`src/rtl/game_pkg.sv`:
```
// Shared game definitions: controller state codes, HP_IN encodings and the
// result-state membership test used by both the controller and hp_timer.
package game_pkg;

  localparam logic [3:0] READY    = 4'h2;
  localparam logic [3:0] QUESTION = 4'h3;
  localparam logic [3:0] INPUT    = 4'h4;
  localparam logic [3:0] DRAW     = 4'h6;
  localparam logic [3:0] WRONG    = 4'h7;
  localparam logic [3:0] GOOD     = 4'h8;
  localparam logic [3:0] OUCH     = 4'h9;
  localparam logic [3:0] WIN      = 4'hA;
  localparam logic [3:0] LOSE     = 4'hB;

  localparam logic [1:0] HP_NONE    = 2'b00;
  localparam logic [1:0] HP_OPP_OUT = 2'b01;
  localparam logic [1:0] HP_OWN_OUT = 2'b10;

  function automatic logic is_result(input logic [3:0] code);
    logic res;
    case (code)
      DRAW, WRONG, GOOD, OUCH, WIN, LOSE: res = 1'b1;
      default:                            res = 1'b0;
    endcase
    return res;
  endfunction

endpackage

```
`src/rtl/sec_timer.sv`:
```
// Free-running dwell counter: counts while run is high, pulses on the last
// count of each PERIOD and wraps; clear forces it back to zero.
module sec_timer #(
  parameter int unsigned PERIOD = 8
) (
  input  logic CLK,
  input  logic RST,
  input  logic clear,
  input  logic run,
  output logic pulse
);

  localparam int unsigned CntW = $clog2(PERIOD);
  localparam logic [CntW-1:0] Last = CntW'(PERIOD - 1);

  logic [CntW-1:0] cnt_q, cnt_d;

  always_comb begin
    cnt_d = cnt_q;
    if (clear) begin
      cnt_d = '0;
    end else if (run) begin
      cnt_d = (cnt_q == Last) ? '0 : cnt_q + CntW'(1);
    end
  end

  always_ff @(posedge CLK or posedge RST) begin
    if (RST) begin
      cnt_q <= '0;
    end else begin
      cnt_q <= cnt_d;
    end
  end

  assign pulse = (cnt_q == Last);

endmodule

```
`src/rtl/hp_timer.sv`:
```
// Hit-point bookkeeping and result-state dwell timer for the game controller.
// Define HPTIMER_SIM_FAST_EN to shorten the dwell to 8 cycles for simulation.
module hp_timer #(
  parameter int unsigned TICKS_PER_SEC = 50_000_000,
  parameter int unsigned HP_INIT       = 3,
  parameter int unsigned HP_W          = 3
) (
  input  logic            CLK,
  input  logic            RST,
  input  logic [3:0]      STATE,
  output logic            CNT1S,
  output logic [1:0]      HP_IN,
  output logic [HP_W-1:0] HP_P1,
  output logic [HP_W-1:0] HP_P2
);

  import game_pkg::*;

`ifdef HPTIMER_SIM_FAST_EN
  localparam int unsigned Period = 8;
`else
  localparam int unsigned Period = TICKS_PER_SEC;
`endif

  localparam logic [HP_W-1:0] HpInit = HP_W'(HP_INIT);

  logic [3:0]      prev_state_q;
  logic [HP_W-1:0] hp_p1_q, hp_p1_d;
  logic [HP_W-1:0] hp_p2_q, hp_p2_d;
  logic            entry;
  logic            in_result;

  assign entry     = (STATE != prev_state_q);
  assign in_result = is_result(STATE);

  always_comb begin
    hp_p1_d = hp_p1_q;
    hp_p2_d = hp_p2_q;
    if (entry) begin
      case (STATE)
        GOOD: if (hp_p2_q != '0) hp_p2_d = hp_p2_q - HP_W'(1);
        OUCH: if (hp_p1_q != '0) hp_p1_d = hp_p1_q - HP_W'(1);
        // Only a return to READY from a finished game starts a new one
        READY: begin
          if (prev_state_q == WIN || prev_state_q == LOSE) begin
            hp_p1_d = HpInit;
            hp_p2_d = HpInit;
          end
        end
        default: ;
      endcase
    end
  end

  always_ff @(posedge CLK or posedge RST) begin
    if (RST) begin
      prev_state_q <= READY;
      hp_p1_q      <= HpInit;
      hp_p2_q      <= HpInit;
    end else begin
      prev_state_q <= STATE;
      hp_p1_q      <= hp_p1_d;
      hp_p2_q      <= hp_p2_d;
    end
  end

  always_comb begin
    HP_IN = HP_NONE;
    if (hp_p1_q == '0) HP_IN = HP_IN | HP_OWN_OUT;
    if (hp_p2_q == '0) HP_IN = HP_IN | HP_OPP_OUT;
  end

  assign HP_P1 = hp_p1_q;
  assign HP_P2 = hp_p2_q;

  sec_timer #(
    .PERIOD(Period)
  ) u_sec_timer (
    .CLK  (CLK),
    .RST  (RST),
    .clear(entry | ~in_result),
    .run  (in_result),
    .pulse(CNT1S)
  );

endmodule

```
`config.mk`:
```
export PLATFORM = sky130hd
export DESIGN_NAME = hp_timer
export DESIGN_NICKNAME = d
export VERILOG_FILES = /design/src/rtl/game_pkg.sv /design/src/rtl/sec_timer.sv /design/src/rtl/hp_timer.sv
export SDC_FILE = /design/constraint.sdc
export NUM_CORES = 1
export LEC_CHECK = 0
export ABC_CLOCK_PERIOD_IN_PS = 2890
export BUFFER_PORTS_ARGS = -buffer_cell sky130_fd_sc_hd__buf_2
export CORE_UTILIZATION = 50
export DETAILED_ROUTE_END_ITERATION = 10
export GPL_ROUTABILITY_DRIVEN = 1
export PLACE_DENSITY = 0.69
export SLEW_MARGIN = 20
export SYNTH_ARGS = -nofsm -noshare
export SYNTH_HDL_FRONTEND = slang
export SYNTH_HIERARCHICAL = 1
export SYNTH_SLANG_ARGS = --single-unit
```
`constraint.sdc`:
```
create_clock -name CLK -period 2.89 [get_ports CLK]
set_input_delay 0.289 -clock CLK [delete_from_list [all_inputs] [get_ports CLK]]
set_output_delay 0.289 -clock CLK [all_outputs]
set_load 0.03 [all_outputs]
```
# Word level (Yosys, flattened, before mapping)
# Index checks and enable logic that the tools add are counted.
# word_totals
register_bits,36
output_inout_bits,9
# op_classes
add_sub_neg,3
eq_ne,14
mux,11
bitwise_logic,2
reduce_logical,11
# op_table
operator,n
$mux W26,3
$add A26 B1 Y26 const B,1
$eq A26 B26 Y1 const B,1
$eq A4 B4 Y1 const B,6
$pmux W3 S2,2
$mux W3,3
$eq A4 B3 Y1 const B,2
$reduce_and A4 Y1,2
$logic_not A3 Y1,2
$ne A2 B2 Y1 const B,3
$reduce_bool A2 Y1,3
$reduce_bool A3 Y1,2
$reduce_or A6 Y1,1
$sub A3 B1 Y3 const B,2
$eq A4 B2 Y1 const B,1
$ne A4 B4 Y1,1
$mux W1,2
$mux W2,1
$logic_or A1 B1 Y1,1
$not A1 Y1,1
$or A1 B1 Y1,1

# Depth between registers and ports, before layout
# depth
ltp_word,6
depth_mapped,8
mapped_depth_nobuf,8

# By module
# The synthesis kept the hierarchy.
# modules_own_cells
module,n_inst,cells_each,area_each_um2,seq_area_each_um2
sec_timer,1,149,1427.6,650.6
hp_timer,1,52,600.6,256.5

# Worst setup path after synthesis
# Ideal clock, no wire load.
# synth_path
kind,register -> register
startpoint,register hp_p1_q[0] (netlist: HP_P1[0])
endpoint,register hp_p1_q[2] (netlist: HP_P1[2])
setup_time_ns,0.121
arrival_ns,2.191
required_ns,2.769
setup_slack_ns,0.578
path_stages_with_launch,7
n_path_buf,0
synth_period_minus_slack_ns,2.312
cell_sequence,dfstp_2 -> inv_1 -> ha_1 -> nor2b_1 -> or4b_4 -> a211o_1 -> a22o_1
# synth_via
elab_chain_cells,3
elab_cells_between_ends,6
cone_classes,add/sub: 1; eq/ne: 1; mux: 2; reduce/logical: 2
# synth_lines
item,line_no,rtl
"start, declared",hp_timer.sv:28,"logic [HP_W-1:0] hp_p1_q, hp_p1_d;"
"start signal, assigned",hp_timer.sv:58,hp_p1_q <= HpInit;
"start signal, assigned",hp_timer.sv:62,hp_p1_q <= hp_p1_d;
$sub A3 B1 Y3 or $reduce_bool A3 Y1 (tied branches),hp_timer.sv:42,OUCH: if (hp_p1_q != '0) hp_p1_d = hp_p1_q - HP_W'(1);
$mux W3 or $ne A2 B2 Y1 (tied branches),--,
$pmux W3 S2 or $reduce_and A4 Y1 (tied branches),--,
# Parallel ways exist; a longest one is shown, timed or not. The select of a mux whose other input is x is not followed.
# A chain may end at the register's enable or synchronous reset.

# Worst setup path in the final report
# layout_path
startpoint,register u_sec_timer.cnt_q[9]
endpoint,output port CNT1S
# layout_via
elab_chain_cells,1
# layout_lines
item,line_no,rtl
"start, declared",sec_timer.sv:16,"logic [CntW-1:0] cnt_q, cnt_d;"
"start signal, assigned",sec_timer.sv:31,cnt_q <= cnt_d;
$eq A26 B26 Y1,sec_timer.sv:35,assign pulse = (cnt_q == Last);
"end, declared",hp_timer.sv:11,"output logic CNT1S,"
# No other way between the ends.

==> impl_summary.txt <==
----------------------------------------------------
[Status]
  Outcome ... finished clean

[Floorplan]
  Core Region ... 0.00377 mm2
  Count of boundary I/O pins ... 15
  Die area ... 0.00432 mm2
  Number of placement rows ... 22
  Starting density of the core ... 53.8%
  Vertical die dimension ... 65.7 um
  Die Wd ... 65.7 um

[Cells and area]
  Final cell area excluding filler cells ... 0.00226 mm2
  Number of diodes ... 0
  Area Overhead vs Synth ... 11.7%
  Count of nets after finishing ... 232
  Proportion of layout cells with a drive suffix above 1 ... 20.3%

[Setup path]
  Reg-to-reg slack, setup ... 0.62 ns
  Start point of the critical path ... u_sec_timer/cnt_q[9]
  Reg2reg path depth ... 9
  Maximum fanout along the worst path ... 6
  Startpoint class of the critical path ... flip-flop
  Worst Path Arrival ... 2.12 ns
  Required time of the critical path ... 2.60 ns
  Worst-path cell with the longest stage delay ... or4b_2
  Slowest stage delay, CP ... 0.68 ns
  Cell-by-cell trace of the critical path ... or4b_2, nor3_1, nand4_1, inv_1, buf_2
  Reg-to-Reg End ... u_sec_timer/cnt_q[21]
  Crit path capture type ... output port
  Setup Crit Path Kind ... flip-flop to output port
  Worst setup path end ... CNT1S
  R2R Path Start ... prev_state_q[1]

[STA]
  Worst Skew ... 0.00407 ns
  RSZ-0062 raised after global routing ... false
  Crit path time final ... 2.41 ns
  Maximum frequency from static timing analysis ... 0.416 GHz
  Number of pins with negative max-slew slack in the final report ... 0
  Endpoints failing setup ... 0
  Fraction of the cycle the final worst path needs ... 83.2%
  Number of hold violations in the final report ... 0
  Sum of negative setup slack ... 0 ns
  Worst Max-Slew Pin Slew ... 0.922 ns
  Max-slew headroom ... 38.2%

[Routing]
  Top layer used by detailed routing ... met4
  Violation count after the first detailed-routing iteration ... 82
  Via count ... 1530
  Routed length on met3 ... 145 um
  DRT Pass-1 Iters ... 4
  Average wire length per cell after detail routing ... 14.4 um
  DRC violations left ... 0
  Residual antenna-violating net count after detailed routing ... 0
  Met1 Routed Length ... 1810 um
  Vias per cell ... 5.67
  Wire length after detailed routing ... 3890 um
  Routed wire length on met2 ... 1900 um

[Logic synthesis]
  Largest family of logic cells by synthesized area ... simple AND/OR/NAND/NOR gates
  Instance count of the mapped netlist ... 201
  Warning count from the yosys run ... 6
  Yosys top cell by area ... dfrtp_1
  Fraction of registers with async set/reset ... 100%
  Most numerous cell types in the synthesized netlist ... dfrtp_1, nor2_1, xor2_1, nand2_1, nand3_1
  Number of synthesized register bits ... 36
  Count leader, synth ... dfrtp_1
  Compound-gate portion of the synthesized area ... 5.74%
  Top cells by area in the synthesized netlist ... dfrtp_1, xor2_1, dfstp_2, nor2_1, ha_1
  Sequential share of the synthesized area ... 44.7%
  Syn avg cell area ... 10.1 um2
  Synth top area share ... 38.2%
  Multiplexer area fraction after synthesis ... 1.79%
  Post-synthesis share of cell area spent on full adders, half adders and majority gates ... 3.08%
  Count of cell types in the netlist ... 44
  Count of flip-flops with a built-in enable after synthesis ... 0
  Mapped Area ... 0.00203 mm2
  XOR/XNOR Fraction of Synth Area ... 10.8%
  Mapped Nets ... 212
  Most used flip-flop cell after synthesis ... dfrtp_1
  Simple-Gate Fraction of Synth Area ... 30.7%

[GRT]
  Global routing usage summed across all routing layers ... 21.3%
  Vias in the first global route ... 1490
  First-pass GRT wire length ... 6880 um
  Pin count of the biggest net entering global routing ... 27
  Initial antenna violation count ... 0
  Total global routing overflow ... 0

[Pwr]
  Share of total power in the clock network ... 32.1%
  Sw frac ... 30.9%
  Cell-internal power ... 0.937 mW
  Power Density ... 599 mW/mm2
  Maximum vdd drop ... 0.466 mV
  Proportion of power drawn by flip-flops and latches ... 43.9%
  Combinational share of power ... 24.0%
  Leakage dissipation ... 1.00 nW
  NetSw ... 0.419 mW

[Clock network]
  Root Driver ... clkbuf_8
  H-tree depth ... 2
  TritonCTS sink count ... 36
  CTS tree ... yes
  Maximum root-to-sink buffer count ... 2
  Clock transition time at the flip-flop clock pins of the worst setup and hold paths ... 0.07 ns
  Worst skew pair latency ... 0.28 ns
  Number of clock buffers inserted by TritonCTS ... 5

[Run]
  Max_cap viols ... 0

[Worst hold path]
  Class of the worst hold path ... input port to flip-flop

[Placed design]
  Area after detailed placement ... 0.00214 mm2
  Buffers added on ports ... 14
  Post-DP HPWL ... 2760 um
  Routability congestion estimate ... 0.813

----------------------------------------------------
[power groups by stage]
| stage | Combinational (mW) | Sequential, mW | Clock, mW |
|---|---|---|---|
| 2_1_floorplan | 0.165 | 0.678 | 0 |
| 3_3_place_gp | 0.312 | 0.600 | 0 |
| 3_5_place_dp | 0.325 | 0.603 | 0 |
| 4_1_cts | 0.327 | 0.594 | 0.448 |
| 5_1_grt | 0.354 | 0.600 | 0.468 |
| 6_report | 0.325 | 0.595 | 0.436 |
[cell type report]
type / count / area (um2)
Clock buffer: 5 / 68.8
Clock inverter: 3 / 42.5
Fill cell: 307 / 1510
Inverter: 9 / 33.8
Multi-Input combinational cell: 152 / 1060
Sequential cell: 36 / 907
Tap cell: 48 / 60.1
Timing Repair Buffer: 17 / 95.1
[repair_timing]
item,in CTS,in global routing
hold buffers,1,0
buffers inserted,0,0
resized for setup,0,0
hold endpoints to repair,5,0
[sequential cells by signal, summed over array words and instances (netlist names)]
name	flops
u_sec_timer/cnt_q	26
prev_state_q	4
HP_P1	3
HP_P2	3
[layout by cell type (no fill, tap or decap), drive strengths merged, types with 4 or more instances in the layout]
cell type and instances:
dfrtp 31, nor2 29, xor2 22, nand2 16, buf 16, nand3 10, nand4 10, and3 9
inv 8, nor4 6, dfstp 5, ha 5, clkbuf 5, o21ai 4, nor3 4
[critical path: cells and delay by family, from the launching register on]
kind	cells	cell delay [ns]
buffers and inverters	2	0.29
flip-flops	1	0.45
AND/OR/NAND/NOR	3	1.09
[stage by stage]
stage                     hold slack (ns)  util [%]  cells  total power, mW  worst slack (ns)
after detailed placement            0.285      56.8    261            0.928             0.624
final                               0.151      60.1    270             1.36             0.485
after CTS                           0.137      60.1    270             1.37             0.518
after floorplan                     0.126         -    201            0.843             0.578
after global routing                0.138      60.1    270             1.42             0.315
after global placement              0.282      56.8    261            0.912             0.725
[how the worst min path moves through the flow]
stage                     startpoint         endpoint  depth (start not counted)
after floorplan                  RST         HP_P1[2]                          1
after global placement           RST  prev_state_q[3]                          2
after detailed placement         RST  prev_state_q[3]                          2
after CTS                   STATE[1]  prev_state_q[1]                          1
after global routing        STATE[1]  prev_state_q[1]                          1
final                       STATE[1]  prev_state_q[1]                          1
[per-layer routing]
metal,up-vias,track usage [%]
met3,4,4.17
met2,37,34.4
met4,0,8.97
met1,749,27.6
li1,740,-
met5,-,0
[cell families (layout without fill, tap and decap cells)]
| family | after synthesis | in the layout |
|---|---|---|
| and+or+nand+nor | 104 | 104 |
| DFF | 36 | 36 |
| AOI/OAI and AO/OA | 15 | 15 |
| xor gates and xnor gates | 25 | 25 |
| adders and majority gates | 5 | 5 |
| buffers and inverters | 13 | 34 |
| muxes | 3 | 3 |
Power figures use the tool's default switching activity.
